$ cat config.mk
export PLATFORM = sky130hd
export DESIGN_NAME = rs_table
export DESIGN_NICKNAME = d
export VERILOG_FILES = /design/src/rtl/rs_table_pkg.sv /design/src/rtl/priority_selector.sv /design/src/rtl/rs_entry.sv /design/src/rtl/rs_table.sv
export SDC_FILE = /design/constraint.sdc
export NUM_CORES = 1
export LEC_CHECK = 0
export ABC_CLOCK_PERIOD_IN_PS = 8870
export BUFFER_PORTS_ARGS = -buffer_cell sky130_fd_sc_hd__buf_2
export CORE_MARGIN = 1.5
export CORE_UTILIZATION = 40
export DETAILED_ROUTE_END_ITERATION = 7
export PLACE_DENSITY = 0.64
export SLEW_MARGIN = 30
export SYNTH_ARGS = -nofsm -noshare
export SYNTH_HDL_FRONTEND = slang
export SYNTH_SLANG_ARGS = --single-unit
$ cat constraint.sdc
create_clock -name clock -period 8.87 [get_ports clock]
set_input_delay 0.887 -clock clock [delete_from_list [all_inputs] [get_ports clock]]
set_output_delay 0.887 -clock clock [all_outputs]
set_load 0.01 [all_outputs]
$ cat src/rtl/rs_table_pkg.sv
// Shared sizing for the reservation station: N, RS_NUM_ENTRIES, PR_TAG_W and PAYLOAD_W macros.
// Defining RS_WAKEUP_ISSUE_EN lets a CDB match issue in the same cycle it arrives.
`ifndef N
`define N 2
`endif
`ifndef RS_NUM_ENTRIES
`define RS_NUM_ENTRIES 8
`endif
`ifndef PR_TAG_W
`define PR_TAG_W 6
`endif
`ifndef PAYLOAD_W
`define PAYLOAD_W 32
`endif

package rs_table_pkg;
  localparam int DEF_N         = `N;
  localparam int DEF_RS_SIZE   = `RS_NUM_ENTRIES;
  localparam int DEF_TAG_W     = `PR_TAG_W;
  localparam int DEF_PAYLOAD_W = `PAYLOAD_W;
endpackage

$ cat src/rtl/priority_selector.sv
// Picks up to REQS requesters per cycle: even slices take the lowest remaining bit,
// odd slices the highest, so lane 0 and lane 1 grow from opposite ends.
module priority_selector #(
  parameter int REQS  = 2,
  parameter int WIDTH = 8
) (
  input  logic [WIDTH-1:0]      i_req,
  output logic [REQS*WIDTH-1:0] o_grant
);

  logic [WIDTH-1:0] w_remain;
  logic             w_found;
  int               w_idx;

  // NOTE: every always_comb output gets a default first so no path infers a latch.
  always_comb begin
    w_remain = i_req;
    o_grant  = '0;
    w_found  = 1'b0;
    w_idx    = 0;
    for (int k = 0; k < REQS; k++) begin
      w_found = 1'b0;
      for (int j = 0; j < WIDTH; j++) begin
        w_idx = (k % 2 == 0) ? j : (WIDTH - 1 - j);
        if (!w_found && w_remain[w_idx]) begin
          o_grant[k*WIDTH + w_idx] = 1'b1;
          w_remain[w_idx]          = 1'b0;
          w_found                  = 1'b1;
        end
      end
    end
  end

endmodule

$ cat src/rtl/rs_entry.sv
// One reservation-station slot: operand tags, ready bits, N-way CDB wakeup and gated outputs.
// With RS_WAKEUP_ISSUE_EN defined, live CDB matches also count toward this cycle's ready.
module rs_entry #(
  parameter int N         = 2,
  parameter int TAG_W     = 6,
  parameter int PAYLOAD_W = 32
) (
  input  logic                   i_clock,
  input  logic                   i_reset,
  input  logic                   i_squash,
  input  logic [N-1:0]           i_alloc_sel,
  input  logic [N*TAG_W-1:0]     i_src1_tag,
  input  logic [N-1:0]           i_src1_rdy,
  input  logic [N*TAG_W-1:0]     i_src2_tag,
  input  logic [N-1:0]           i_src2_rdy,
  input  logic [N*TAG_W-1:0]     i_dest_tag,
  input  logic [N*PAYLOAD_W-1:0] i_payload,
  input  logic [N-1:0]           i_cdb_valid,
  input  logic [N*TAG_W-1:0]     i_cdb_tag,
  input  logic                   i_issue,
  output logic                   o_valid,
  output logic                   o_ready,
  output logic [TAG_W-1:0]       o_dest_tag,
  output logic [PAYLOAD_W-1:0]   o_payload
);

  function automatic logic cdb_hit(input logic [TAG_W-1:0] tag, input logic [N-1:0] cv,
                                   input logic [N*TAG_W-1:0] ct);
    logic hit;
    hit = 1'b0;
    for (int k = 0; k < N; k++)
      if (cv[k] && (ct[k*TAG_W +: TAG_W] == tag)) hit = 1'b1;
    return hit;
  endfunction

  logic                 r_valid, r_src1_rdy, r_src2_rdy;
  logic [TAG_W-1:0]     r_src1_tag, r_src2_tag, r_dest_tag;
  logic [PAYLOAD_W-1:0] r_payload;

  logic                 w_alloc, w_in_src1_rdy, w_in_src2_rdy;
  logic [TAG_W-1:0]     w_in_src1_tag, w_in_src2_tag, w_in_dest_tag;
  logic [PAYLOAD_W-1:0] w_in_payload;
  logic                 w_src1_hit, w_src2_hit, w_src1_ok, w_src2_ok;

  // At most one dispatch lane selects this slot, so an OR of masked lanes is the mux.
  always_comb begin
    w_in_src1_tag = '0;
    w_in_src2_tag = '0;
    w_in_dest_tag = '0;
    w_in_payload  = '0;
    w_in_src1_rdy = 1'b0;
    w_in_src2_rdy = 1'b0;
    for (int k = 0; k < N; k++) begin
      if (i_alloc_sel[k]) begin
        w_in_src1_tag = w_in_src1_tag | i_src1_tag[k*TAG_W +: TAG_W];
        w_in_src2_tag = w_in_src2_tag | i_src2_tag[k*TAG_W +: TAG_W];
        w_in_dest_tag = w_in_dest_tag | i_dest_tag[k*TAG_W +: TAG_W];
        w_in_payload  = w_in_payload  | i_payload[k*PAYLOAD_W +: PAYLOAD_W];
        w_in_src1_rdy = w_in_src1_rdy | i_src1_rdy[k];
        w_in_src2_rdy = w_in_src2_rdy | i_src2_rdy[k];
      end
    end
  end

  assign w_alloc    = |i_alloc_sel;
  assign w_src1_hit = cdb_hit(w_alloc ? w_in_src1_tag : r_src1_tag, i_cdb_valid, i_cdb_tag);
  assign w_src2_hit = cdb_hit(w_alloc ? w_in_src2_tag : r_src2_tag, i_cdb_valid, i_cdb_tag);

  always_ff @(posedge i_clock) begin
    if (i_reset || i_squash) r_valid <= 1'b0;
    else if (w_alloc)        r_valid <= 1'b1;
    else if (i_issue)        r_valid <= 1'b0;
  end

  // NOTE: operand and payload fields carry no reset; r_valid gates every use of them.
  always_ff @(posedge i_clock) begin
    if (w_alloc) begin
      r_src1_tag <= w_in_src1_tag;
      r_src2_tag <= w_in_src2_tag;
      r_dest_tag <= w_in_dest_tag;
      r_payload  <= w_in_payload;
      r_src1_rdy <= w_in_src1_rdy | w_src1_hit;
      r_src2_rdy <= w_in_src2_rdy | w_src2_hit;
    end else begin
      if (w_src1_hit) r_src1_rdy <= 1'b1;
      if (w_src2_hit) r_src2_rdy <= 1'b1;
    end
  end

`ifdef RS_WAKEUP_ISSUE_EN
  assign w_src1_ok = r_src1_rdy | w_src1_hit;
  assign w_src2_ok = r_src2_rdy | w_src2_hit;
`else
  assign w_src1_ok = r_src1_rdy;
  assign w_src2_ok = r_src2_rdy;
`endif

  assign o_valid    = r_valid;
  assign o_ready    = r_valid & w_src1_ok & w_src2_ok;
  assign o_dest_tag = i_issue ? r_dest_tag : '0;
  assign o_payload  = i_issue ? r_payload  : '0;

endmodule

$ cat src/rtl/rs_table.sv
// N-wide reservation station: allocation into free slots, CDB wakeup and N-way issue select.
// RS_WAKEUP_ISSUE_EN (see rs_entry) folds same-cycle CDB matches into issue readiness.
module rs_table
  import rs_table_pkg::*;
#(
  parameter int N         = DEF_N,
  parameter int RS_SIZE   = DEF_RS_SIZE,
  parameter int TAG_W     = DEF_TAG_W,
  parameter int PAYLOAD_W = DEF_PAYLOAD_W
) (
  input  logic                         clock,
  input  logic                         reset,
  input  logic                         squash,
  input  logic [N-1:0]                 disp_valid,
  input  logic [N*TAG_W-1:0]           disp_src1_tag,
  input  logic [N-1:0]                 disp_src1_rdy,
  input  logic [N*TAG_W-1:0]           disp_src2_tag,
  input  logic [N-1:0]                 disp_src2_rdy,
  input  logic [N*TAG_W-1:0]           disp_dest_tag,
  input  logic [N*PAYLOAD_W-1:0]       disp_payload,
  input  logic [N-1:0]                 cdb_valid,
  input  logic [N*TAG_W-1:0]           cdb_tag,
  output logic [$clog2(RS_SIZE+1)-1:0] free_count,
  output logic [N-1:0]                 issue_valid,
  output logic [N*TAG_W-1:0]           issue_dest_tag,
  output logic [N*PAYLOAD_W-1:0]       issue_payload
);

  logic [RS_SIZE-1:0]           w_valid, w_ready;
  logic [N*RS_SIZE-1:0]         w_alloc_grant, w_issue_grant;
  logic [RS_SIZE*TAG_W-1:0]     w_ent_dest;
  logic [RS_SIZE*PAYLOAD_W-1:0] w_ent_payload;

  priority_selector #(.REQS(N), .WIDTH(RS_SIZE)) u_alloc_sel (
    .i_req   (~w_valid),
    .o_grant (w_alloc_grant)
  );

  priority_selector #(.REQS(N), .WIDTH(RS_SIZE)) u_issue_sel (
    .i_req   (w_ready),
    .o_grant (w_issue_grant)
  );

  for (genvar e = 0; e < RS_SIZE; e++) begin : g_entry
    logic [N-1:0] w_sel, w_iss;
    for (genvar k = 0; k < N; k++) begin : g_lane
      assign w_sel[k] = disp_valid[k] & w_alloc_grant[k*RS_SIZE + e];
      assign w_iss[k] = w_issue_grant[k*RS_SIZE + e];
    end

    rs_entry #(.N(N), .TAG_W(TAG_W), .PAYLOAD_W(PAYLOAD_W)) u_entry (
      .i_clock     (clock),
      .i_reset     (reset),
      .i_squash    (squash),
      .i_alloc_sel (w_sel),
      .i_src1_tag  (disp_src1_tag),
      .i_src1_rdy  (disp_src1_rdy),
      .i_src2_tag  (disp_src2_tag),
      .i_src2_rdy  (disp_src2_rdy),
      .i_dest_tag  (disp_dest_tag),
      .i_payload   (disp_payload),
      .i_cdb_valid (cdb_valid),
      .i_cdb_tag   (cdb_tag),
      .i_issue     (|w_iss),
      .o_valid     (w_valid[e]),
      .o_ready     (w_ready[e]),
      .o_dest_tag  (w_ent_dest[e*TAG_W +: TAG_W]),
      .o_payload   (w_ent_payload[e*PAYLOAD_W +: PAYLOAD_W])
    );
  end

  // Entry outputs are already zero unless issued, so the issue mux is a plain OR per lane.
  always_comb begin
    issue_valid    = '0;
    issue_dest_tag = '0;
    issue_payload  = '0;
    for (int k = 0; k < N; k++) begin
      for (int e = 0; e < RS_SIZE; e++) begin
        if (w_issue_grant[k*RS_SIZE + e]) begin
          issue_valid[k] = 1'b1;
          issue_dest_tag[k*TAG_W +: TAG_W] = issue_dest_tag[k*TAG_W +: TAG_W]
                                             | w_ent_dest[e*TAG_W +: TAG_W];
          issue_payload[k*PAYLOAD_W +: PAYLOAD_W] = issue_payload[k*PAYLOAD_W +: PAYLOAD_W]
                                                    | w_ent_payload[e*PAYLOAD_W +: PAYLOAD_W];
        end
      end
    end
  end

  always_comb begin
    free_count = '0;
    for (int e = 0; e < RS_SIZE; e++)
      if (!w_valid[e]) free_count = free_count + 1'b1;
  end

  // Dispatch lanes must be packed from lane 0 and never outnumber free slots.
  a_disp_legal : assert property (@(posedge clock) disable iff (reset || squash)
    ($countones(disp_valid) <= int'(free_count)) &&
    ((disp_valid & (disp_valid + 1'b1)) == '0));

endmodule

==> flow_results.org, run 1 <==
** Floorplan
- Starting density of the core :: 40.5%
- The floorplan has 88 rows.
- The core region is 57700 um2.
- Number of top-level design ports :: 205
- Chip Width :: 245 um
- Measured along the y axis, the die boundary spans 245 um.
- The die covers 59800 um2.

** Yosys
- Synthesis produced a netlist with a net count of 2310.
- Gate count after technology mapping :: 2177
- Cell type with the largest total area after synthesis :: sky130_fd_sc_hd__edfxtp_1
- Most frequently used cell type in the post-synthesis netlist :: sky130_fd_sc_hd__edfxtp_1
- Yosys printed 0 warnings.
- Average cell area after synthesis :: 10.7 um2
- Counting flops with a built-in enable in the synthesized netlist gives 320.
- Of the post-synthesis cell area, the dominant cell type holds 41.2%.
- Post-synthesis instance area :: 23300 um2
- In the synthesized netlist the async set-or-reset flop fraction comes to 0%.
- Top cells by area, synth :: sky130_fd_sc_hd__edfxtp_1 41%, sky130_fd_sc_hd__a22o_1 11%, sky130_fd_sc_hd__dfxtp_1 8.9%
- In this run, synthesis produced a sequential element count of 424.
- Top cells by instance count after synthesis :: 320 x sky130_fd_sc_hd__edfxtp_1, 283 x sky130_fd_sc_hd__a22o_1, 191 x sky130_fd_sc_hd__a22oi_1, 178 x sky130_fd_sc_hd__nand2_1, 155 x sky130_fd_sc_hd__xnor2_1
- The share of the Yosys chip area taken by registers is 50.1%.
- The synthesized netlist contains 81 unique library cells.
- Top FF cell, synth :: sky130_fd_sc_hd__edfxtp_1

** Worst hold path
- Hold Crit Class :: reg -> reg
- The worst hold path was traced through 2 stages.
- Worst Hold Launch :: g_entry[7].u_entry.r_src1_tag[1]

** Global routing
- The initial antenna violation count is 7.
- The via count of the first global-routing pass came to 20429.
- Global-route wire length before repair :: 133000 um
- Largest net degree at the start of global routing :: 54
- Remaining Overflow, GRT :: 0
- Tot GR Track Use :: 29.8%

** Routing
- Vias after detailed routing :: 20781
- In the routed design, unresolved DRC markers number 0.
- Average detailed-routed wire length per instance :: 29.9 um
- Dividing the detail-routed via count by the number of cells gives 6.77.
- The final layout contains routed wiring with a total length of 91800 um.
- DRT iter0 DRCs :: 2874
- Length of the first detailed-routing pass in iterations :: 7
- Once detail routing completed, the nets flagged for antenna violations numbered 0.

** STA
- Count of endpoints failing setup in the final report :: 0
- Total count of max-transition violations in the final report :: 0
- Derived from the worst setup path, the maximum achievable clock frequency is 174 MHz.
- Smallest setup slack after layout :: 3.13 ns
- Counting I/O delays and the setup requirement, the final critical path takes 5.74 ns.
- Tightest Pin Transition :: 1.04 ns
- Setup total negative slack on the finished layout was measured at 0 ns.
- Slew Limit Headroom :: 30.8%
- Setup repair after global routing left no endpoint under its margin.
- Final hold violation count :: 0
- After layout, the worst path uses 64.7% of the clock period.
- Worst clock skew :: 0.0151 ns

** Clock tree
- The clock reaches the later pin of the worst-skew pair after 0.61 ns.
- Clock tree synthesis found a total of 424 sinks.
- The tree is rooted in a sky130_fd_sc_hd__clkbuf_16.
- Clock tree from TritonCTS :: done
- Number of gates resized after CTS :: 0
- Number of clock buffers inserted by TritonCTS :: 48
- The longest clock path from root to sink contains 3 buffers.
- The H-tree was split into 2 levels.
- Hold-fix buffers at CTS :: 0
- Clock transition at the registers of the reported paths :: 0.06 ns
- Once the clock tree was built, the setup fixing pass inserted 0 buffers.

** Layout
- Fraction of layout cells with a size suffix above 1 :: 16.6%
- Post-layout net count :: 2392
- Final core area utilization :: 45.9%
- The filler cells instantiated in the layout total 5319.
- Compared with the post-synthesis result, the final layout area differs by 13.4%.

** Pwr
- For this design the static power due to leakage is 9.63 nW.
- For this design the ratio of total power to cell area is 181 nW/um2.
- The design draws 4.79 mW.
- Maximum vdd ir drop :: 0.160 mV

** Setup path
- The critical path contains buffers and inverters numbering 3 combined.
- Kind of launch point of the worst setup path :: flip-flop
- Start point of the critical path :: g_entry[0].u_entry.o_valid
- Data arrival time of the critical path :: 4.85 ns
- The worst setup path is captured at an output port.
- In this design, the critical path's most frequently occurring cell is sky130_fd_sc_hd__ha_1.
- Data on the critical path is required at its endpoint by 7.98 ns.
- Cells on worst reg2reg path :: 11
- The critical path in this run is classified as reg -> out.
- Grouping stages by cell kind, the critical path spends the most delay in adder cells.
- Among all stages on the critical path, the largest delay is contributed by sky130_fd_sc_hd__dfxtp_1.
- Critical path, cell by cell :: inv_1, ha_1, xnor2_1, ha_1, mux2_2, ha_1, mux2_2, ha_1, mux2i_1, inv_1, ha_1, nor2_1, a21oi_1, ha_1, nor2b_1, xnor2_1, xnor2_1, buf_2
- Crit Path Max Fanout :: 7
- Source of the worst register-to-register timing path :: g_entry[0].u_entry.o_valid
- The critical path crosses 18 cells after its start point.
- Highest cell delay on the worst timing path :: 0.45 ns

** Place
- At the placement stage, the worst setup path has a slack of 3.75 ns.
- Placer's final routability congestion estimate :: 0.910
- Count of port buffers added during placement :: 204
- Post-detail-place hpwl :: 50600 um

** Run status
- The flow ran to the end, and the final reports show no timing, DRC or antenna violations.

** Flow run
- The tool flagged a number of max-cap violations equal to 0.
==> final cells by class <==
| cell class | count | area, um2 | share of cell area (%) |
|---|---|---|---|
| clock buffer | 68 | 1310 | 4.94 |
| tap | 765 | 957 | 3.62 |
| inverter | 86 | 324 | 1.22 |
| antenna | 6 | 15.0 | 0.0567 |
| timing repair buffer | 246 | 1340 | 5.05 |
| clock inverter | 21 | 228 | 0.860 |
| sequential | 424 | 11700 | 44.2 |
| multi-input combinational | 1453 | 10600 | 40.1 |
==> final timing paths <==
path	endpoint	slack (ns)
setup reg to reg	g_entry[1].u_entry.r_src1_rdy	4.45
hold reg to reg	g_entry[7].u_entry.r_src1_tag[1]	0.49
hold / removal	g_entry[7].u_entry.r_src1_tag[1]	0.49
setup / recovery	free_count[2]	3.13
==> worst register-to-register path: stages, from the launching register on <==
cell,delay (ns)
sky130_fd_sc_hd__dfxtp_1,0.45
sky130_fd_sc_hd__ha_1,0.53
sky130_fd_sc_hd__nand4_4,0.32
sky130_fd_sc_hd__a21oi_4,0.22
sky130_fd_sc_hd__buf_4,0.34
sky130_fd_sc_hd__o21a_2,0.38
sky130_fd_sc_hd__buf_4,0.63
sky130_fd_sc_hd__o221ai_1,0.34
sky130_fd_sc_hd__xnor2_1,0.22
sky130_fd_sc_hd__nor4_1,0.35
sky130_fd_sc_hd__nand4_1,0.19
sky130_fd_sc_hd__nand3_1,0.16
==> registers in the layout, summed over array words and instances (netlist names) <==
signal / count
g_entry.u_entry.r_src2_tag: 48
g_entry.u_entry.r_src1_tag: 48
g_entry.u_entry.r_dest_tag: 48
g_entry.u_entry.r_payload: 256
g_entry.u_entry.r_src1_rdy: 8
g_entry.u_entry.r_src2_rdy: 8
g_entry.u_entry.o_valid: 8
==> report_power, final <==
part | switching, mW | total [mW] | internal [mW]
combinational | 0.346 | 0.551 | 0.205
clock | 0.848 | 2.00 | 1.15
sequential | 0.0309 | 2.24 | 2.21
==> cells by family after synthesis <==
| family | Yosys count | synth area share (%) |
|---|---|---|
| and+or+nand+nor | 460 | 9.77 |
| buffers and inverters | 300 | 5.04 |
| xor gates and xnor gates | 197 | 7.39 |
| muxes | 16 | 0.702 |
| AOI/OAI and AO/OA | 769 | 26.4 |
| DFF | 424 | 50.1 |
| adders and majority gates | 11 | 0.579 |
==> layer usage <==
layer / track usage, % / part of all wire [%] / vias to the layer above
met5: 0 / 0.029 / -
met4: 16.6 / 5.5 / 4
met3: 7.19 / 13 / 360
met2: 45.7 / 44 / 1636
met1: 38.5 / 37 / 10099
li1: - / - / 8682
==> cell usage in the layout, fill, tap and decap left out, types with 47 or more instances in the layout <==
cell                        instances
sky130_fd_sc_hd__inv_1             76
sky130_fd_sc_hd__a221oi_1          78
sky130_fd_sc_hd__nand2_1          178
sky130_fd_sc_hd__edfxtp_1         320
sky130_fd_sc_hd__dfxtp_1          103
sky130_fd_sc_hd__buf_2            204
sky130_fd_sc_hd__o21ai_0           61
sky130_fd_sc_hd__o211ai_1          47
sky130_fd_sc_hd__a22o_1           283
sky130_fd_sc_hd__nor2_1            61
sky130_fd_sc_hd__xnor2_1          155
sky130_fd_sc_hd__nand4_1           79
sky130_fd_sc_hd__clkbuf_16         49
sky130_fd_sc_hd__a22oi_1          191
==> through the flow <==
step	hold slack, ns	area, um2	std cells
final	0.488	26500	3069
after global routing	0.511	26500	3067
after CTS	0.488	26500	3063
after detailed placement	0.474	24900	2974
after global placement	0.469	24900	2974
after floorplan	0.454	23300	2177
(Power assumes the default switching activity.)
==> inputs of run 2 (changes only) <==
- ABC_AREA: unset -> 1
- ABC_CLOCK_PERIOD_IN_PS: 8870 -> 5730
- clock period: 8.87 -> 5.73 ns (I/O delays scaled with it)
==> run 2 against run 1 <==
Effect of this change:
- count of clock-buffer cells in the layout rose by 1
- clock skew rose by 0.035 ns
- sequential power rose by 55%
- final cell count rose by 32%
- core utilization barely moved
- via count rose by 19%
- critical endpoint unchanged
==> flow_results.org, run 2 <==
** Global routing
- Global-route wire length before repair :: 145000 um
- The via count of the first global-routing pass came to 22902.
- Tot GR Track Use :: 30.8%
- Largest net degree at the start of global routing :: 62
- The initial antenna violation count is 2.
- Remaining Overflow, GRT :: 0

** Yosys
- The number of different library cells used by synthesis comes to 45.
- Synthesis warning total :: 0
- Post-synthesis instance area :: 24600 um2
- Number of synthesized register bits :: 424
- In the synthesized netlist the dominant register cell turns out to be sky130_fd_sc_hd__edfxtp_1.
- In this run the biggest area consumer among cell types represents 39.0% of the synthesized area.
- The cell count after synthesis came out at 3134.
- Cell type with the largest total area after synthesis :: sky130_fd_sc_hd__edfxtp_1
- In this run, synthesis inferred 320 flip-flops with an integrated enable.
- For this run, asynchronously set or reset flops after synthesis account for 0%.
- By count the netlist is led by 647 x sky130_fd_sc_hd__nand2_1, 400 x sky130_fd_sc_hd__nand3_1, 353 x sky130_fd_sc_hd__inv_1, 320 x sky130_fd_sc_hd__edfxtp_1, 284 x sky130_fd_sc_hd__o22ai_1.
- Most frequently used cell type in the post-synthesis netlist :: sky130_fd_sc_hd__nand2_1
- Top cells by area, synth :: sky130_fd_sc_hd__edfxtp_1 39%, sky130_fd_sc_hd__nand2_1 9.9%, sky130_fd_sc_hd__dfxtp_1 8.5%
- Nets in the synthesized netlist :: 3267
- A synthesized cell averages 7.85 um2.
- Fraction of the yosys area taken by sequential cells :: 47.5%

** STA
- Total count of max-transition violations in the final report :: 0
- Based on the critical path, the design can be clocked at up to 204 MHz.
- The total count of hold-check failures in the final report came to 0.
- The worst path meets setup with 0.824 ns of slack.
- Subtracting the final worst setup slack from the clock period gives 4.91 ns.
- The worst path uses 85.6% of the clock period.
- TNS Setup :: 0 ns
- Slew Limit Headroom :: 27.1%
- For the final database, setup skew stands at 0.0505 ns.
- Worst hold-check slack :: 0.131 ns
- Setup violations remaining at the end of the flow were counted as 0.
- For the pin with the worst max-slew slack, the measured transition is 1.09 ns.
- Setup repair after global routing missed its margin :: no

** Place
- Placer's final routability congestion estimate :: 0.930
- Before CTS, the worst setup slack after placement is 1.45 ns.
- After detailed placement, the total cell area comes to 26300 um2.
- Once placement completed, the tool counted placed cells totaling 3971.
- Count of port buffers added during placement :: 204
- Once detailed placement completed, the half-perimeter wirelength came to 60100 um.

** Floorplan
- The die covers 63000 um2.
- The total area inside the core boundary comes to 60600 um2.
- Y dimension of the die :: 251 um
- In this run the horizontal extent of the chip is 251 um.
- Number of top-level design ports :: 205
- Core Rows :: 90
- For this configuration, the core starts out at a cell density of 40.6%.

** Clock tree
- Sinks on the clock net :: 424
- Number of gates resized after CTS :: 0
- Clock tree synthesis inserted a total of 48 buffers.
- Clock transition at the registers of the reported paths :: 0.06 ns
- TritonCTS built the clock tree.
- The clock passes through at most 3 buffers.
- The clock reaches the later pin of the worst-skew pair after 0.62 ns.
- Post-CTS timing repair inserted 0 buffers for setup.
- Root cell of the clock tree :: sky130_fd_sc_hd__clkbuf_16
- In this run the number of H-tree levels came out at 2.
- Hold-fix buffers at CTS :: 0

** Layout
- For this run, the share of the core covered by cells in the final layout is 45.9%.
- Flip-flop count of the largest register, all copies and words added :: 256
- Post-layout net count :: 3372
- Fill cell instance count of the final layout :: 6028
- Commonest non-fill, non-tap cell in the layout :: sky130_fd_sc_hd__nand2_1
- Relative area change from synthesis to final layout :: 13.0%
- Register ranked first by flip-flop count :: g_entry.u_entry.r_payload
- Commonest non-fill, non-tap cells in the layout :: 639 x sky130_fd_sc_hd__nand2_1, 394 x sky130_fd_sc_hd__nand3_1, 344 x sky130_fd_sc_hd__inv_1
- Number of cells in the finished layout apart from fillers :: 4059
- Fraction of layout cells with a size suffix above 1 :: 11.6%
- With fillers left out, the area of the finished cells amounts to 27800 um2.

** Setup path
- Required time at the worst-slack endpoint :: 5.16 ns
- Data arrival time of the critical path :: 4.33 ns
- The critical path is of the reg -> out type.
- The worst setup path is captured at an output port.
- For the worst flop-to-flop path, the logic depth is 11.
- Source of the worst register-to-register timing path :: g_entry[0].u_entry.o_valid
- Crit Path Max Fanout :: 5
- STA classifies the critical path startpoint as a flip-flop.
- Tracing the worst setup path back leads to its startpoint at g_entry[0].u_entry.o_valid.

** Run status
- Result of the run :: finished, final reports clean

** Pwr
- Power comes to 7.39 mW.
- VDD sags by at most 0.235 mV.
- The analysis attributes to cell leakage a power of 11.6 nW.
- Pwr per Cell Area :: 266 nW/um2

** Routing
- Wirelength, routed :: 100000 um
- Final routed DRC violation total :: 0
- Length of the first detailed-routing pass in iterations :: 8
- For this block, the initial DRC count from the detailed router was 3251.
- Vias after detailed routing :: 24737
- In this run the remaining antenna-violating nets after routing total 0.
- After detailed routing, the average wire length per cell comes to 24.7 um.
- Dividing the detail-routed via count by the number of cells gives 6.09.

** Worst hold path
- The worst hold path begins at disp_payload[12].
- Hold Crit Class :: in -> reg
- Hold-critical path depth :: 1

** Flow run
- Max-capacitance violation count :: 0
-- run 2: cell count changes in the layout (fill, tap and decap cells not counted), sizes merged, moves of 53 or more --
cell,change
o22ai,+275
nor2,+187
a21oi,+53
a221oi,-68
a22o,-267
o21ai,+112
a22oi,-158
nand2,+473
nand3,+361
xnor2,-152
inv,+274
-- run 2: path summary, 6_finish.rpt --
check	end	slack, ns
setup reg to reg	g_entry[4].u_entry.r_payload[7]	1.64
hold / removal	g_entry[0].u_entry.r_payload[12]	0.13
setup / recovery	free_count[2]	0.82
hold reg to reg	g_entry[6].u_entry.r_src2_tag[4]	0.50
-- run 2: worst max-delay path, stage by stage, from the launching register on --
cell	delay, ns
sky130_fd_sc_hd__dfxtp_1	0.41
sky130_fd_sc_hd__inv_1	0.12
sky130_fd_sc_hd__ha_1	0.34
sky130_fd_sc_hd__inv_1	0.06
sky130_fd_sc_hd__nand2_1	0.04
sky130_fd_sc_hd__nand2_1	0.10
sky130_fd_sc_hd__inv_1	0.05
sky130_fd_sc_hd__ha_1	0.28
sky130_fd_sc_hd__nand2_1	0.08
sky130_fd_sc_hd__nand2_1	0.07
sky130_fd_sc_hd__ha_1	0.27
sky130_fd_sc_hd__nor2_1	0.03
sky130_fd_sc_hd__a31oi_1	0.26
sky130_fd_sc_hd__ha_1	0.29
sky130_fd_sc_hd__inv_1	0.05
sky130_fd_sc_hd__o21ai_0	0.12
sky130_fd_sc_hd__ha_1	0.33
sky130_fd_sc_hd__nand2_1	0.04
sky130_fd_sc_hd__o21ai_0	0.19
sky130_fd_sc_hd__ha_1	0.23
sky130_fd_sc_hd__nand2_1	0.06
sky130_fd_sc_hd__xnor2_1	0.15
sky130_fd_sc_hd__buf_2	0.14
-- run 2: power by group --
group          internal (mW)  switching, mW
logic                  0.263          0.627
clock network           1.68           1.35
registers               3.42         0.0448
-- run 2: cells by family after synthesis --
group | count (synthesis) | share of synthesized area, %
xor gates and xnor gates | 32 | 1.14
AOI/OAI and AO/OA | 667 | 16.5
and+or+nand+nor | 1435 | 25.4
adders and majority gates | 10 | 0.508
buffers and inverters | 566 | 8.88
DFF | 424 | 47.5
-- run 2: area by class of cell --
| class | instances | area [um2] | area share (%) |
|---|---|---|---|
| diodes | 1 | 2.50 | 0.00900 |
| well taps | 782 | 978 | 3.52 |
| clock buffers | 69 | 1300 | 4.67 |
| clock inverters | 18 | 194 | 0.697 |
| multi-input cells | 2144 | 10900 | 39.0 |
| flip-flops and latches | 424 | 11700 | 42.0 |
| inverters | 366 | 1380 | 4.94 |
| repair buffers | 255 | 1420 | 5.09 |
-- run 2: per-layer routing --
metal	up-vias	wire, um	track usage (%)
li1	11148	-	-
met1	11523	37500	39.9
met2	1737	44100	48.4
met3	327	13300	6.78
met4	2	5220	15.8
met5	-	13	0
